$ cat src/rtl/segment_scanner.sv
// Accumulates multiplexed CPU LCD drive per frame and commits it one line per cycle after vblank rises.
// Line l updates at the edge ending cycle E+1+l (E = first vblank-high cycle); no backpressure, CPU writes always accepted.
module segment_scanner #(
   parameter int MAX_X_SEGMENT = 9,
   parameter int MAX_Y_SEGMENT = 16,
   parameter int MAX_Z_SEGMENT = 4,
   parameter int FADE_FRAMES   = 2
) (
   input  logic                     clk,
   input  logic                     reset_n,
   input  logic                     vblank,
   input  logic                     cpu_seg_wr,
   input  logic [3:0]               cpu_line,
   input  logic [MAX_Y_SEGMENT-1:0] cpu_column_data,
   input  logic [MAX_Z_SEGMENT-1:0] cpu_row_sel,
   input  logic                     lcd_blank,
   output logic [MAX_Z_SEGMENT-1:0] segments [MAX_X_SEGMENT][MAX_Y_SEGMENT],
   output logic                     commit_busy
);
   localparam int FW = $clog2(FADE_FRAMES + 1);
   localparam int IW = $clog2(MAX_X_SEGMENT);
   localparam logic [FW-1:0] FADE_INIT = FW'(FADE_FRAMES);
   localparam logic [FW-1:0] FADE_ONE  = FW'(1);
   localparam logic [IW-1:0] LAST_LINE = IW'(MAX_X_SEGMENT - 1);

   typedef enum logic {ACCUM, COMMIT} state_t;

   state_t                   state, state_nxt;
   logic [IW-1:0]            line_idx;
   logic                     vblank_prev;
   logic                     rise;
   logic                     line_ok;
   logic [MAX_Z_SEGMENT-1:0] acc     [MAX_X_SEGMENT][MAX_Y_SEGMENT];
   logic [MAX_Z_SEGMENT-1:0] acc_nxt [MAX_X_SEGMENT][MAX_Y_SEGMENT];
   logic [FW-1:0]            fade    [MAX_X_SEGMENT][MAX_Y_SEGMENT][MAX_Z_SEGMENT];
   logic [FW-1:0]            fade_line_nxt [MAX_Y_SEGMENT][MAX_Z_SEGMENT];
   logic [MAX_Z_SEGMENT-1:0] seg_line_nxt  [MAX_Y_SEGMENT];

   assign rise        = vblank & ~vblank_prev;
   assign line_ok     = cpu_seg_wr && (int'(cpu_line) < MAX_X_SEGMENT);
   assign commit_busy = (state == COMMIT);

   // Clear of the line being committed happens before the OR, so a same-cycle write survives into next frame.
   always_comb begin
      acc_nxt = acc;
      if (state == COMMIT) begin
         for (int y = 0; y < MAX_Y_SEGMENT; y++) acc_nxt[line_idx][y] = '0;
      end
      if (line_ok) begin
         for (int y = 0; y < MAX_Y_SEGMENT; y++)
            acc_nxt[cpu_line][y] = acc_nxt[cpu_line][y] |
                                   ({MAX_Z_SEGMENT{cpu_column_data[y]}} & cpu_row_sel);
      end
   end

   always_comb begin
      fade_line_nxt = '{default: '0};
      seg_line_nxt  = '{default: '0};
      for (int y = 0; y < MAX_Y_SEGMENT; y++) begin
         for (int z = 0; z < MAX_Z_SEGMENT; z++) begin
            if (acc[line_idx][y][z])
               fade_line_nxt[y][z] = FADE_INIT;
            else if (fade[line_idx][y][z] != '0)
               fade_line_nxt[y][z] = fade[line_idx][y][z] - FADE_ONE;
            else
               fade_line_nxt[y][z] = '0;
            seg_line_nxt[y][z] = (fade_line_nxt[y][z] != '0) & ~lcd_blank;
         end
      end
   end

   always_comb begin
      state_nxt = state;
      case (state)
         ACCUM:   if (rise) state_nxt = COMMIT;
         COMMIT:  if (line_idx == LAST_LINE) state_nxt = ACCUM;
         default: state_nxt = ACCUM;
      endcase
   end

   always_ff @(posedge clk or negedge reset_n) begin
      if (!reset_n) state <= ACCUM;
      else          state <= state_nxt;
   end

   always_ff @(posedge clk or negedge reset_n) begin
      if (!reset_n) begin
         vblank_prev <= 1'b0;
         line_idx    <= '0;
         acc         <= '{default: '0};
         fade        <= '{default: '0};
         segments    <= '{default: '0};
      end else begin
         vblank_prev <= vblank;
         acc         <= acc_nxt;
         if (state == COMMIT) begin
            for (int y = 0; y < MAX_Y_SEGMENT; y++) begin
               segments[line_idx][y] <= seg_line_nxt[y];
               for (int z = 0; z < MAX_Z_SEGMENT; z++)
                  fade[line_idx][y][z] <= fade_line_nxt[y][z];
            end
            line_idx <= (line_idx == LAST_LINE) ? '0 : line_idx + 1'b1;
         end else if (rise) begin
            line_idx <= '0;
         end
      end
   end
endmodule

$ cat config.mk
export PLATFORM = sky130hd
export DESIGN_NAME = segment_scanner
export DESIGN_NICKNAME = d
export VERILOG_FILES = /design/src/rtl/segment_scanner.sv
export SDC_FILE = /design/constraint.sdc
export NUM_CORES = 2
export LEC_CHECK = 0
export BUFFER_PORTS_ARGS = -buffer_cell sky130_fd_sc_hd__buf_2
export CORE_MARGIN = 2
export CORE_UTILIZATION = 49
export CTS_CLUSTER_SIZE = 20
export DETAILED_ROUTE_END_ITERATION = 6
export PLACE_DENSITY_LB_ADDON = 0.15
export SYNTH_ARGS = -nofsm -noshare
export SYNTH_HDL_FRONTEND = slang
export SYNTH_SLANG_ARGS = --single-unit
$ cat constraint.sdc
create_clock -name clk -period 6.2 [get_ports clk]
set_clock_uncertainty 0.05 [all_clocks]
set_input_delay 0.31 -clock clk [delete_from_list [all_inputs] [get_ports clk]]
set_output_delay 0.31 -clock clk [all_outputs]
set_load 0.005 [all_outputs]
==> results <==
- The cell count after synthesis came out at 10400.
- In the routed layout, each cell is associated on average with a via count of 6.19.
- Data on the critical path arrives at its endpoint at 5.04 ns.
- In the finished design, the share of the clock period the worst path needs comes to 0.704.
- The number of buffers and inverters on the critical path is 3.
- The number of setup violations in the final report is 0.
- The number of vias after detailed routing is 83700.
- In this run the worst path has a maximum fanout of 48.
- The detailed-route wire length per cell is 26.7 microns.
- The number of global-route vias before repair is 81400.
- The mux cell area share after synthesis is 0.0738.
- The number of sinks driven by the clock tree is 2310.
- The xor-xnor portion of the synthesized cell area is 0.
- In this run the worst setup path begins at line_idx[0].
- The arithmetic-cell share of the synthesized area counting full adders, half adders and majority gates is 0.000479.
- The number of gates resized after CTS was 0.
- TritonCTS built the clock tree.
- The layout cell share with drive strength beyond 1 is 0.142.
- The critical path ends at acc[93].
- The required time of the critical path is 6.88 ns.
- The clock network latency to the later pin of the worst-skew pair is 0.88 ns.
- The instance count after placement with tap cells included is 13100.
- The number of ports placed on the die boundary is 606.
- Counting buffers and inverters, the worst setup path is 10 cells deep.
- The setup check on the worst reg-to-reg path leaves a slack of 1.84 ns.
- In this run the clock root is driven by a clkbuf_16.
- The die is 466 microns tall.
- In this run the deepest clock path goes through 3 buffers.
- The slowest stage of the critical path belongs to the cell and4b_4.
- The worst register-to-register path ends at acc[93].
- The worst setup path is launched from a register.
- The final reports fail on DRC.
- Of the total synthesized cell area, the portion taken by AND, OR, NAND and NOR gates is 0.123.
- The number of hold violations in the final report came to 0.
- Subtracting the final worst setup slack from the clock period gives 4.36 ns.
- For this run, the leading register cell type out of synthesis is dfrtp_1.
- The worst setup path is captured at a register.
- The signed area change from the synthesized netlist to the final layout is 12.2%.
- The synthesized netlist occupies a cell area of 104000 sq um.
- The number of inserted filler cells in the final layout is 18400.
- The run finished, with violations left.
- The final standard cell utilization of the core is 0.553.
- The global-route total usage across every layer is 0.329.
- The largest single stage delay on the critical path is 0.86 ns.
- The global-route congestion overflow total is 0.
- In this run the standard cell core region covers 212000 sq um.
- The number of antenna violations at the first check in global routing is 31.
- The routed design uses 34000 microns of met3 wire.
- The H-tree depth is 4.
- The share of flip-flops with an asynchronous set or reset is 1.00.
- Detailed routing placed a total of 164000 microns of wire on met2.
- The share of the synthesized area in the top cell type is 0.553.
- Entering global routing, the biggest net connects 175 pins.
- The startpoint identified for the worst register-to-register timing path is line_idx[0].
- The power density over the cells is 595 nW/um^2.
- The number of different library cells used by synthesis comes to 58.
- The number of rows created at floorplan is 169.
- The design draws 69.7 mW.
- The length of routed wiring on met1 is 147000 microns.
- Clock-pin slew was measured on the worst setup and hold paths at 0.06 ns.
- The number of nets produced by synthesis is 10400.
- The share of synthesized area occupied by flip-flops and latches is 0.553.
- The analysis attributes to cell leakage a power of 51.2 nW.
- The count of TritonRoute iterations in the first routing pass is 7.
- The critical path is of the register to register type.
- The placer congestion estimate is 0.841.
- The max-slew violation count was 0.
- The initial standard-cell utilization of the core is 0.493.
- The number of nets in the layout is 10500.
- The remaining max-slew budget at the tightest pin is 0.135.
- The peak clock frequency supported by timing is 229 MHz.
- After synthesis, the mean cell area works out to 10.0 sq um.
- The first global-routing pass estimated 538000 microns of wire.
- Ranked by instance count, the synthesized netlist is headed by dfrtp_1 (2310), o21ai_0 (1622), nand2_1 (1289).
- After detailed routing, the number of remaining DRC violations is 7.
- In this run, synthesis inferred 0 flip-flops with an integrated enable.
- The wire length reported by the detailed router is 361000 microns.
- The number of clock buffers added by TritonCTS is 233.
- The fraction of the mapped netlist area in compound gates was 0.210.
- Setup repair after global routing left no endpoint under its margin.
- Grouping stages by cell kind, the critical path spends the most delay in simple AND/OR/NAND/NOR gates.
- The min-delay analysis places its worst path in the category input pin to asynchronous set/reset pin.
- The tool flagged a number of max-cap violations equal to 0.
- The final cell count without fillers is 13500.
- The aggregate negative setup slack is 0 ns.
- The most common cell in the synthesized netlist is dfrtp_1.
- By area, the combinational part of the netlist is dominated by compound AO/OA/AOI/OAI gates.
- By area the synthesized netlist is led by dfrtp_1 (55%), o21ai_0 (7.8%), mux2i_1 (5.5%), nand2_1 (4.6%), a21oi_1 (3.0%).
- Walking the worst path, the cells encountered are clkinv_2 -> buf_4 -> ha_1 -> and4b_4 -> nor3_4 -> buf_4 -> a22oi_1 -> a21oi_1 -> nor2_1 -> o21ai_0.
- The synthesized design spends more area on one cell type than any other, namely dfrtp_1.
- The cell that appears most often on the critical path is buf_4.
- After clock tree synthesis, the setup repair step added 0 buffers.
- The number of DRC violations after detailed-routing iteration 0 is 8871.
- At the pin with the least slew margin, the transition time is 1.29 ns.
- IR analysis of the VDD net gives a maximum drop of 0.460 mV.
- In this run, synthesis produced a sequential element count of 2310.
- Port buffering added 605 buffers.
- The detailed router used layers up to and including met5.
- In this run the remaining antenna-violating nets after routing total 0.
- The count of yosys warnings during synthesis is 0.
- The number of cells on the worst reg-to-reg path is 10.
- The die span in x is 466 microns.
- Once detailed placement completed, the half-perimeter wirelength came to 212000 microns.
- The floorplan step defined a die boundary enclosing 217000 sq um.
cell usage in the layout, fill, tap and decap left out, types with 232 or more instances in the layout:
cell / Yosys / layout
a22oi_1: 232 / 232
nand2_1: 1289 / 1289
o21ai_0: 1622 / 1622
clkbuf_16: 0 / 236
nand3_1: 619 / 605
buf_2: 138 / 603
dfrtp_1: 2310 / 2306
a21oi_1: 634 / 634
mux2i_1: 572 / 572
nor2_1: 743 / 740
what timing repair did:
| action | CTS | global route |
|---|---|---|
| endpoints found under the setup margin | 0 | 0 |
| endpoints found under the hold margin | 138 | 0 |
| hold buffers | 5 | 0 |
state kept, by name, summed over array words and instances (netlist names):
signal / cells
fade: 1152
acc: 576
segments: 576
line_idx: 4
commit_busy: 1
vblank_prev: 1
how the worst min path moves through the flow:
| stage | from | to | slack [ns] | cells after the start |
|---|---|---|---|---|
| 6_report | reset_n | segments[465] | 0.05 | 2 |
| 4_1_cts | cpu_column_data[15] | acc[515] | 0.03 | 4 |
| 5_1_grt | vblank | vblank_prev | 0.05 | 2 |
| 3_3_place_gp | reset_n | segments[465] | 0.38 | 1 |
| 3_5_place_dp | reset_n | segments[465] | 0.38 | 1 |
| 2_1_floorplan | reset_n | acc[0] | -0.04 | 0 |
power by group:
group	leakage [nW]	internal, mW	total (mW)	switching (mW)
logic	17.8	9.63	30.2	20.6
registers	29.4	21.1	24.6	3.52
clock network	3.98	8.65	14.8	6.19
cell type report:
type / count / area [sq um] / share of cell area
flip-flops and latches: 2310 / 57800 / 0.493
multi-input cells: 7156 / 42800 / 0.365
clock buffers: 350 / 6920 / 0.0591
repair buffers: 777 / 4940 / 0.0421
well taps: 2821 / 3530 / 0.0301
clock inverters: 82 / 1140 / 0.00971
diodes: 13 / 32.5 / 0.000278
inverters: 3 / 12.5 / 0.000107
stage by stage:
step	setup WS (ns)	instance area, sq um	hold slack [ns]
5_1_grt	1.70	117000	0.0513
6_report	1.84	117000	0.0492
3_5_place_dp	1.95	109000	0.382
3_3_place_gp	2.01	109000	0.380
4_1_cts	1.93	117000	0.0254
2_1_floorplan	3.07	104000	-0.0356
cell families after synthesis:
group           Yosys count
compound gates         3555
simple gates           2937
flops                  2310
buf+inv                 944
mux                     660
fa+ha+maj                 4
per-layer routing:
metal / GRT usage / vias up
met2: 0.514 / 3808
met1: 0.444 / 41800
met5: 0 / -
li1: - / 37200
met3: 0.0773 / 858
met4: 0.134 / 16
Power figures use the tool's default switching activity.
